==> src/rtl/pipe_pkg.sv <==
// Shared definitions for the MIPS pipeline stage registers: skid-buffer state
// encoding, default bundle widths and field offsets used when packing bundles.
package pipe_pkg;

  typedef enum logic [1:0] {
    ST_EMPTY = 2'b00,
    ST_ONE   = 2'b01,
    ST_FULL  = 2'b11
  } stage_state_e;

  localparam int unsigned PIPE_CTRL_W = 4;

  // ID/EX: RD1 | RD2 | Rt | Rd | SignImm | PCPlus4, packed LSB first
  localparam int unsigned IDEX_RD1_LSB      = 0;
  localparam int unsigned IDEX_RD2_LSB      = 32;
  localparam int unsigned IDEX_RT_LSB       = 64;
  localparam int unsigned IDEX_RD_LSB       = 69;
  localparam int unsigned IDEX_SIGN_IMM_LSB = 74;
  localparam int unsigned IDEX_PC_PLUS4_LSB = 106;
  localparam int unsigned IDEX_DATA_W       = 138;

  // EX/MEM: ExecuteOut | WriteData | WriteReg | PCPlus4
  localparam int unsigned EXMEM_EXEC_OUT_LSB   = 0;
  localparam int unsigned EXMEM_WRITE_DATA_LSB = 32;
  localparam int unsigned EXMEM_WRITE_REG_LSB  = 64;
  localparam int unsigned EXMEM_PC_PLUS4_LSB   = 69;
  localparam int unsigned EXMEM_DATA_W         = 101;

  // MEM/WB: ReadData | ExecuteOut | WriteReg | PCPlus4
  localparam int unsigned MEMWB_READ_DATA_LSB = 0;
  localparam int unsigned MEMWB_EXEC_OUT_LSB  = 32;
  localparam int unsigned MEMWB_WRITE_REG_LSB = 64;
  localparam int unsigned MEMWB_PC_PLUS4_LSB  = 69;
  localparam int unsigned MEMWB_DATA_W        = 101;

  function automatic int unsigned field_msb(input int unsigned lsb, input int unsigned width);
    return lsb + width - 1;
  endfunction

endpackage

==> src/rtl/pipe_stage_entry.sv <==
// One bundle register (control + data) with load and independent clears for
// the control and data fields. Clears take priority over load.
module pipe_stage_entry #(
  parameter int unsigned CTRL_W = 4,
  parameter int unsigned DATA_W = 101
) (
  input  logic              Clk,
  input  logic              Rst_n,
  input  logic              load,
  input  logic              clr_ctrl,
  input  logic              clr_data,
  input  logic [CTRL_W-1:0] d_ctrl,
  input  logic [DATA_W-1:0] d_data,
  output logic [CTRL_W-1:0] q_ctrl,
  output logic [DATA_W-1:0] q_data
);

  // NOTE: the entries are reset, not left undefined, because the stage must
  // present all-zero outputs while Rst_n is low. Non-blocking assignments keep
  // every register sampling its pre-edge inputs.
  always_ff @(posedge Clk or negedge Rst_n) begin
    if (!Rst_n)        q_ctrl <= '0;
    else if (clr_ctrl) q_ctrl <= '0;
    else if (load)     q_ctrl <= d_ctrl;
  end

  always_ff @(posedge Clk or negedge Rst_n) begin
    if (!Rst_n)        q_data <= '0;
    else if (clr_data) q_data <= '0;
    else if (load)     q_data <= d_data;
  end

endmodule

==> src/rtl/pipe_stage_skid.sv <==
// Generic pipeline stage register with valid/ready handshake and a 2-entry
// skid buffer; optional stall counter enabled by PIPE_STAGE_PERF_EN.
module pipe_stage_skid
  import pipe_pkg::*;
#(
  parameter int unsigned CTRL_W           = PIPE_CTRL_W,
  parameter int unsigned DATA_W           = EXMEM_DATA_W,
  parameter bit          ZERO_DATA_ON_CLR = 1'b1
`ifdef PIPE_STAGE_PERF_EN
  ,
  parameter int unsigned CNT_W            = 16
`endif
) (
  input  logic              Clk,
  input  logic              Rst_n,
  input  logic              Clr,
  input  logic              in_valid,
  output logic              in_ready,
  input  logic [CTRL_W-1:0] in_ctrl,
  input  logic [DATA_W-1:0] in_data,
  output logic              out_valid,
  input  logic              out_ready,
  output logic [CTRL_W-1:0] out_ctrl,
  output logic [DATA_W-1:0] out_data
`ifdef PIPE_STAGE_PERF_EN
  ,
  output logic [CNT_W-1:0]  perf_stall_cnt
`endif
);

  stage_state_e      state_q, state_d;
  logic              in_ready_q;
  logic              accept, send;
  logic              main_load, skid_load, main_from_skid;
  logic              clr_data;
  logic [CTRL_W-1:0] main_ctrl, skid_ctrl, main_d_ctrl;
  logic [DATA_W-1:0] main_data, skid_data, main_d_data;

  assign in_ready  = in_ready_q;
  assign out_valid = (state_q != ST_EMPTY);
  assign accept    = in_valid && in_ready_q;
  assign send      = out_valid && out_ready;
  assign clr_data  = Clr && ZERO_DATA_ON_CLR;

  // NOTE: every output of this block gets a default first so no path through
  // the case leaves a signal unassigned and infers a latch.
  always_comb begin
    state_d        = state_q;
    main_load      = 1'b0;
    skid_load      = 1'b0;
    main_from_skid = 1'b0;
    if (Clr) begin
      state_d = ST_EMPTY;
    end else begin
      case (state_q)
        ST_EMPTY: begin
          if (accept) begin
            state_d   = ST_ONE;
            main_load = 1'b1;
          end
        end
        ST_ONE: begin
          if (accept && send) begin
            main_load = 1'b1;
          end else if (accept) begin
            state_d   = ST_FULL;
            skid_load = 1'b1;
          end else if (send) begin
            state_d = ST_EMPTY;
          end
        end
        ST_FULL: begin
          if (send) begin
            state_d        = ST_ONE;
            main_load      = 1'b1;
            main_from_skid = 1'b1;
          end
        end
        default: state_d = ST_EMPTY;
      endcase
    end
  end

  // in_ready is registered from the next state, so out_ready never reaches it combinationally.
  always_ff @(posedge Clk or negedge Rst_n) begin
    if (!Rst_n) begin
      state_q    <= ST_EMPTY;
      in_ready_q <= 1'b1;
    end else begin
      state_q    <= state_d;
      in_ready_q <= (state_d != ST_FULL);
    end
  end

  assign main_d_ctrl = main_from_skid ? skid_ctrl : in_ctrl;
  assign main_d_data = main_from_skid ? skid_data : in_data;

  pipe_stage_entry #(.CTRL_W(CTRL_W), .DATA_W(DATA_W)) u_main (
    .Clk      (Clk),
    .Rst_n    (Rst_n),
    .load     (main_load),
    .clr_ctrl (Clr),
    .clr_data (clr_data),
    .d_ctrl   (main_d_ctrl),
    .d_data   (main_d_data),
    .q_ctrl   (main_ctrl),
    .q_data   (main_data)
  );

  pipe_stage_entry #(.CTRL_W(CTRL_W), .DATA_W(DATA_W)) u_skid (
    .Clk      (Clk),
    .Rst_n    (Rst_n),
    .load     (skid_load),
    .clr_ctrl (Clr),
    .clr_data (clr_data),
    .d_ctrl   (in_ctrl),
    .d_data   (in_data),
    .q_ctrl   (skid_ctrl),
    .q_data   (skid_data)
  );

  assign out_ctrl = out_valid ? main_ctrl : '0;
  assign out_data = main_data;

`ifdef PIPE_STAGE_PERF_EN
  // Saturating count of cycles a valid bundle waited on the downstream stage.
  always_ff @(posedge Clk or negedge Rst_n) begin
    if (!Rst_n)
      perf_stall_cnt <= '0;
    else if (out_valid && !out_ready && (perf_stall_cnt != '1))
      perf_stall_cnt <= perf_stall_cnt + CNT_W'(1);
  end
`endif

endmodule

==> config.mk <==
export PLATFORM = sky130hd
export DESIGN_NAME = pipe_stage_skid
export DESIGN_NICKNAME = d
export VERILOG_FILES = /design/src/rtl/pipe_pkg.sv /design/src/rtl/pipe_stage_entry.sv /design/src/rtl/pipe_stage_skid.sv
export SDC_FILE = /design/constraint.sdc
export NUM_CORES = 1
export LEC_CHECK = 0
export ABC_AREA = 1
export BUFFER_PORTS_ARGS = -buffer_cell sky130_fd_sc_hd__buf_2
export CAP_MARGIN = 20
export CORE_UTILIZATION = 55
export CTS_BUF_LIST = sky130_fd_sc_hd__clkbuf_2 sky130_fd_sc_hd__clkbuf_4 sky130_fd_sc_hd__clkbuf_8
export CTS_CLUSTER_SIZE = 12
export DETAILED_ROUTE_END_ITERATION = 8
export PLACE_DENSITY_LB_ADDON = 0.15
export SLEW_MARGIN = 0
export SYNTH_ARGS = -nofsm -noshare
export SYNTH_HDL_FRONTEND = slang
export SYNTH_SLANG_ARGS = --single-unit
==> constraint.sdc <==
create_clock -name Clk -period 1.6 [get_ports Clk]
set_input_delay 0.32 -clock Clk [delete_from_list [all_inputs] [get_ports Clk]]
set_output_delay 0.32 -clock Clk [all_outputs]
set_load 0.02 [all_outputs]
# Word-level counts from Yosys, hierarchy flattened
# Cells that the tools add are included.
[classes]
n_addsub = 0
multipliers = 0
n_div = 0
magnitude_cmp = 0
n_eq_ne = 3
shift = 0
n_mux = 28
bitwise_logic = 0
reduce_logical = 7
[ops]
columns = ["op", "n"]
rows = [
  ["101-bit 2-to-1 mux", 5],
  ["4-bit 2-to-1 mux", 6],
  ["2-bit 2-to-1 mux", 6],
  ["1-bit 2-to-1 mux", 9],
  ["2-bit case mux with 3 select lines", 1],
  ["2-bit nonzero test", 3],
  ["1-bit logical AND", 3],
  ["1-bit case mux with 3 select lines", 1],
  ["2-bit by 1-bit == test with 1-bit output, second input constant", 1],
  ["2-bit == test, second input constant", 1],
  ["2-bit zero test", 1],
  ["2-bit != test, second input constant", 1],
]
[totals]
ff_bits = 213
latchBits = 0
ram_bits = 0
rom_bits = 0
in_bits = 110
output_inout_bits = 107
elab_cells = 44
n_memories = 0

# Longest topological paths before layout
[depth]
ltp_word = 8
mapped_depth = 9

# Hierarchy
# A second synthesis with hierarchy kept.
[hier_totals]
hier_cells = 1297
area_unflattened_um2 = 10003.3
[modules_own_cells]
columns = ["module", "instances", "cells_per_inst", "area_per_inst_um2"]
rows = [
  ["pipe_stage_entry", 2, 458, 4157.7],
  ["pipe_stage_skid", 1, 381, 1687.9],
]

# Worst setup path before layout
# No wires, ideal clock.
[synth_path]
path_kind = "flip-flop to flip-flop"
from = "register in_ready_q, in the netlist in_ready"
to = "register u_skid.q_data[50]"
arrival_ns = 1.447
slack_ns = 0.087
stages_incl_launch_ff = 9
synth_period_minus_slack_ns = 1.513
path_cell_list = "dfstp_2 > nand2_1 > nor2_1 > nand2_2 > nor2_2 > buf_4 > buf_2 > nand2_1 > nand2_1"
[synth_between]
elab_chain_cells = 6
word_cells_on_any_way = 7
cone_classes = "mux: 4; reduce/logical: 3"
[synth_lines]
columns = ["item", "line", "text"]
rows = [
  ["from (decl)", "pipe_stage_skid.sv:32", "logic in_ready_q;"],
  ["from (signal assigned)", "pipe_stage_skid.sv:91", "in_ready_q <= (state_d != ST_FULL);"],
  ["1-bit logical AND *", "pipe_stage_skid.sv:41", "assign accept = in_valid && in_ready_q;"],
  ["1-bit 2-to-1 mux / 1-bit logical AND (equally long branches)", "pipe_stage_skid.sv:65, pipe_stage_skid.sv:63", ""],
  ["1-bit 2-to-1 mux *", "pipe_stage_skid.sv:63", "if (accept && send) begin"],
  ["1-bit 2-to-1 mux *", "pipe_stage_skid.sv:55", "case (state_q)"],
  ["1-bit 2-to-1 mux *", "pipe_stage_skid.sv:52", "if (Clr) begin"],
  ["2-bit nonzero test (no source line) *", "n/a", ""],
  ["to (signal assigned)", "pipe_stage_entry.sv:30", "else if (load) q_data <= d_data;"],
  ["to (decl)", "pipe_stage_entry.sv:15", "output logic [DATA_W-1:0] q_data"],
]
# Mark *: on every way between the ends. The rest lies on a longest branch, timed or not.
# A chain may end at the register's enable or synchronous reset.

# Worst setup path in the final report
[layout_path]
from = "register state_q[1]"
to = "output port out_valid"
[layout_between]
elab_chain_cells = 1
[layout_lines]
columns = ["item", "line", "text"]
rows = [
  ["from (decl)", "pipe_stage_skid.sv:31", "stage_state_e state_q, state_d;"],
  ["from (signal assigned)", "pipe_stage_skid.sv:90", "state_q <= state_d;"],
  ["2-bit nonzero test", "pipe_stage_skid.sv:40", "assign out_valid = (state_q != ST_EMPTY);"],
  ["to (decl)", "pipe_stage_skid.sv:21", "output logic out_valid,"],
]
# Every way passes these cells.

==> summary.md <==
| Metric | Value |
|---|---|
| Req. time, crit path | `1280 ps` |
| Root Driver | `clkbuf_8` |
| HP Class | `primary input to register` |
| All-Layer GR Usage | `28.9%` |
| Post-layout min period | `1640 ps` |
| Initial Util | `56.2%` |
| Vias | `9586` |
| Die height | `135 um` |
| Seq/Total Area, Yosys | `55.0%` |
| Multi-input gate area | `3980 um2` |
| Post-route clock period utilization | `103%` |
| RSZ-0062 raised after global routing | `true` |
| Failing checks | `setup timing` |
| First-iteration detailed-routing DRC count | `1038` |
| Gr ovfl total | `0` |
| Pre-Repair DR Iteration Count | `6` |
| Avg Inst Size Synth | `7.57 um2` |
| # DRC | `0` |
| Slew headroom | `67.7%` |
| Mapped cell area | `9690 um2` |
| Initial antenna violation count | `1` |
| LEAKAGE | `7.56 nW` |
| H-tree depth | `2` |
| First-pass GRT wire length | `42200 um` |
| Flop2flop setup slack | `-20 ps` |
| Register area | `5330 um2` |
| Mapped Cells | `1279` |
| Max-cap violations | `0` |
| DR vias/cell | `5.42` |
| Critical path peak fanout | `5` |
| Top cells by area, synth | `dfrtp_1, nand2_1, nand3_1, buf_2, clkbuf_1` |
| Core ar. | `17200 um2` |
| Synth area leader | `dfrtp_1` |
| I/O Buffers | `216` |
| DP Worst Slack | `-8.36 ps` |
| CTS sink count | `213` |
| Max-slew violations | `0` |
| PwrDens | `990 nW/um2` |
| Gpl congestion | `0.778` |
| Worst Path Arrival | `1320 ps` |
| Hold path depth | `3` |
| Max clock buf depth | `3` |
| Drt wl/cell | `16.9 um` |
| CP Capture Type | `output port` |
| Share of cells above drive strength 1 | `22.7%` |
| Flop and latch count out of synthesis | `213` |
| Final Setup Violations | `13` |
| Ports | `217` |
| CTS tree | `done` |
| Cells on worst reg2reg path | `10` |
| Synth cell types | `14` |
| Final Hold Fails | `0` |
| Die width | `135 um` |
| Crit path kind | `register to output port` |
| Routed WL | `29800 um` |
| Die area | `18100 um2` |
| Worst skew pair latency | `510 ps` |
| Most common cell in the netlist | `nand2_1` |
| DRT antenna net count | `0` |
| CP Launch Type | `register` |
| Syn. warnings | `0` |
| Achievable Freq | `608 MHz` |
| Ys flop type | `dfrtp_1` |
| Most common library cells after synthesis | `nand2_1, dfrtp_1, nand3_1` |
| Total power | `12.6 mW` |
| Hpwl dp | `15100 um` |
| Synthesized net count | `1389` |
| Setup slack after layout | `-44.2 ps` |
| Maximum vdd drop | `0.714 mV` |
| Clock-pin slew on the worst setup and hold paths | `60 ps` |
| Num rows | `48` |
| Inserted Clock Buffers | `37` |
| Pin count of the biggest net entering global routing | `76` |
| Clk_skew | `22.4 ps` |
| Filler cell count | `1275` |
| Final nets | `1631` |
| Least-Margin Pin Slew | `484 ps` |
| Asr flop ratio synth | `100%` |
| Post-synth EDFFs | `0` |
| Area delta synth->final | `31.8%` |
| Top-area cell type share of the netlist area | `54.8%` |
| Status | `finished, violations left` |
| Antenna cells | `0` |
| Number of global-route vias before repair | `8617` |
| Fin util | `74.1%` |
## worst paths after layout
| kind | from | endpoint |
|---|---|---|
| setup / recovery | state_q[1] | out_valid |
| hold / removal | in_data[11] | u_skid.q_data[11] |
| setup reg to reg | state_q[1] | u_main.q_data[71] |
| hold reg to reg | u_main.q_data[59] | u_main.q_data[59] |
| max in group asynchronous | Rst_n | in_ready |
| min in group asynchronous | Rst_n | u_skid.q_data[71] |
## cells in the final DEF (no fill, tap or decap), types with 7 or more instances in the layout
| cell type | count |
|---|---|
| buf_4 | 9 |
| buf_12 | 20 |
| dlygate4sd3_1 | 23 |
| dfrtp_1 | 212 |
| clkbuf_16 | 15 |
| clkbuf_4 | 14 |
| inv_1 | 7 |
| nand2_1 | 735 |
| clkbuf_8 | 46 |
| nand3_1 | 211 |
| buf_2 | 211 |
## metrics by stage
| stage | hold slack, ps | instance area [um2] | setup TNS [ps] | cells |
|---|---|---|---|---|
| floorplan | 24.4 | 9690 | 0 | 1279 |
| global placement | 215 | 11100 | 0 | 1658 |
| detailed placement | 211 | 11100 | -8.36 | 1658 |
| CTS | 0.189 | 12100 | -358 | 1744 |
| global route | 0.717 | 12800 | -8100 | 1768 |
| finish | 18.1 | 12800 | -265 | 1768 |
## sequential cells by signal, indices dropped and copies added (netlist names)
signal	flops
state_q	2
u_main.q_data	101
u_skid.q_ctrl	4
u_main.q_ctrl	4
u_skid.q_data	101
in_ready	1
## worst max-delay path, cell delays in order (launching register included)
cell     delay [ps]
dfrtp_1         400
nor2_4          180
inv_1            80
buf_2           160
## metal layers
metal  up-vias  GRT usage (%)  part of all wire [%]
met2       589           45.2                    46
met5         -              0                     0
li1       4492              -                     -
met3        73           6.42                    11
met1      4432           39.8                    40
met4         0           10.0                   2.9
## cells by family after synthesis
family / synth area share [%]
buffers and inverters: 4.61
AO/OA/AOI/OAI: 0.0516
flip-flops: 55.0
AND/OR/NAND/NOR: 40.3
## final cells by class
cell class / instances / share of cell area (%)
clock buffer: 60 / 5.78
inverter: 11 / 0.372
multi-input combinational: 967 / 31.2
timing repair buffer: 291 / 18.6
tap: 225 / 2.21
sequential: 213 / 41.8
clock inverter: 1 / 0.0392
## where the power goes
part           internal [mW]  switching (mW)
registers               5.66           0.151
logic                  0.684            1.14
clock network           2.89            2.11
total                   9.23            3.41
## timing repair
action,CTS,global route
hold buffers,23,0
setup endpoints to repair,7,187
gates cloned,0,21
endpoints found under the hold margin,94,0
buffers inserted,2,3
gates resized for setup,11,33
pin swaps,3,4
Note: power is estimated with default switching activity, not from simulation.
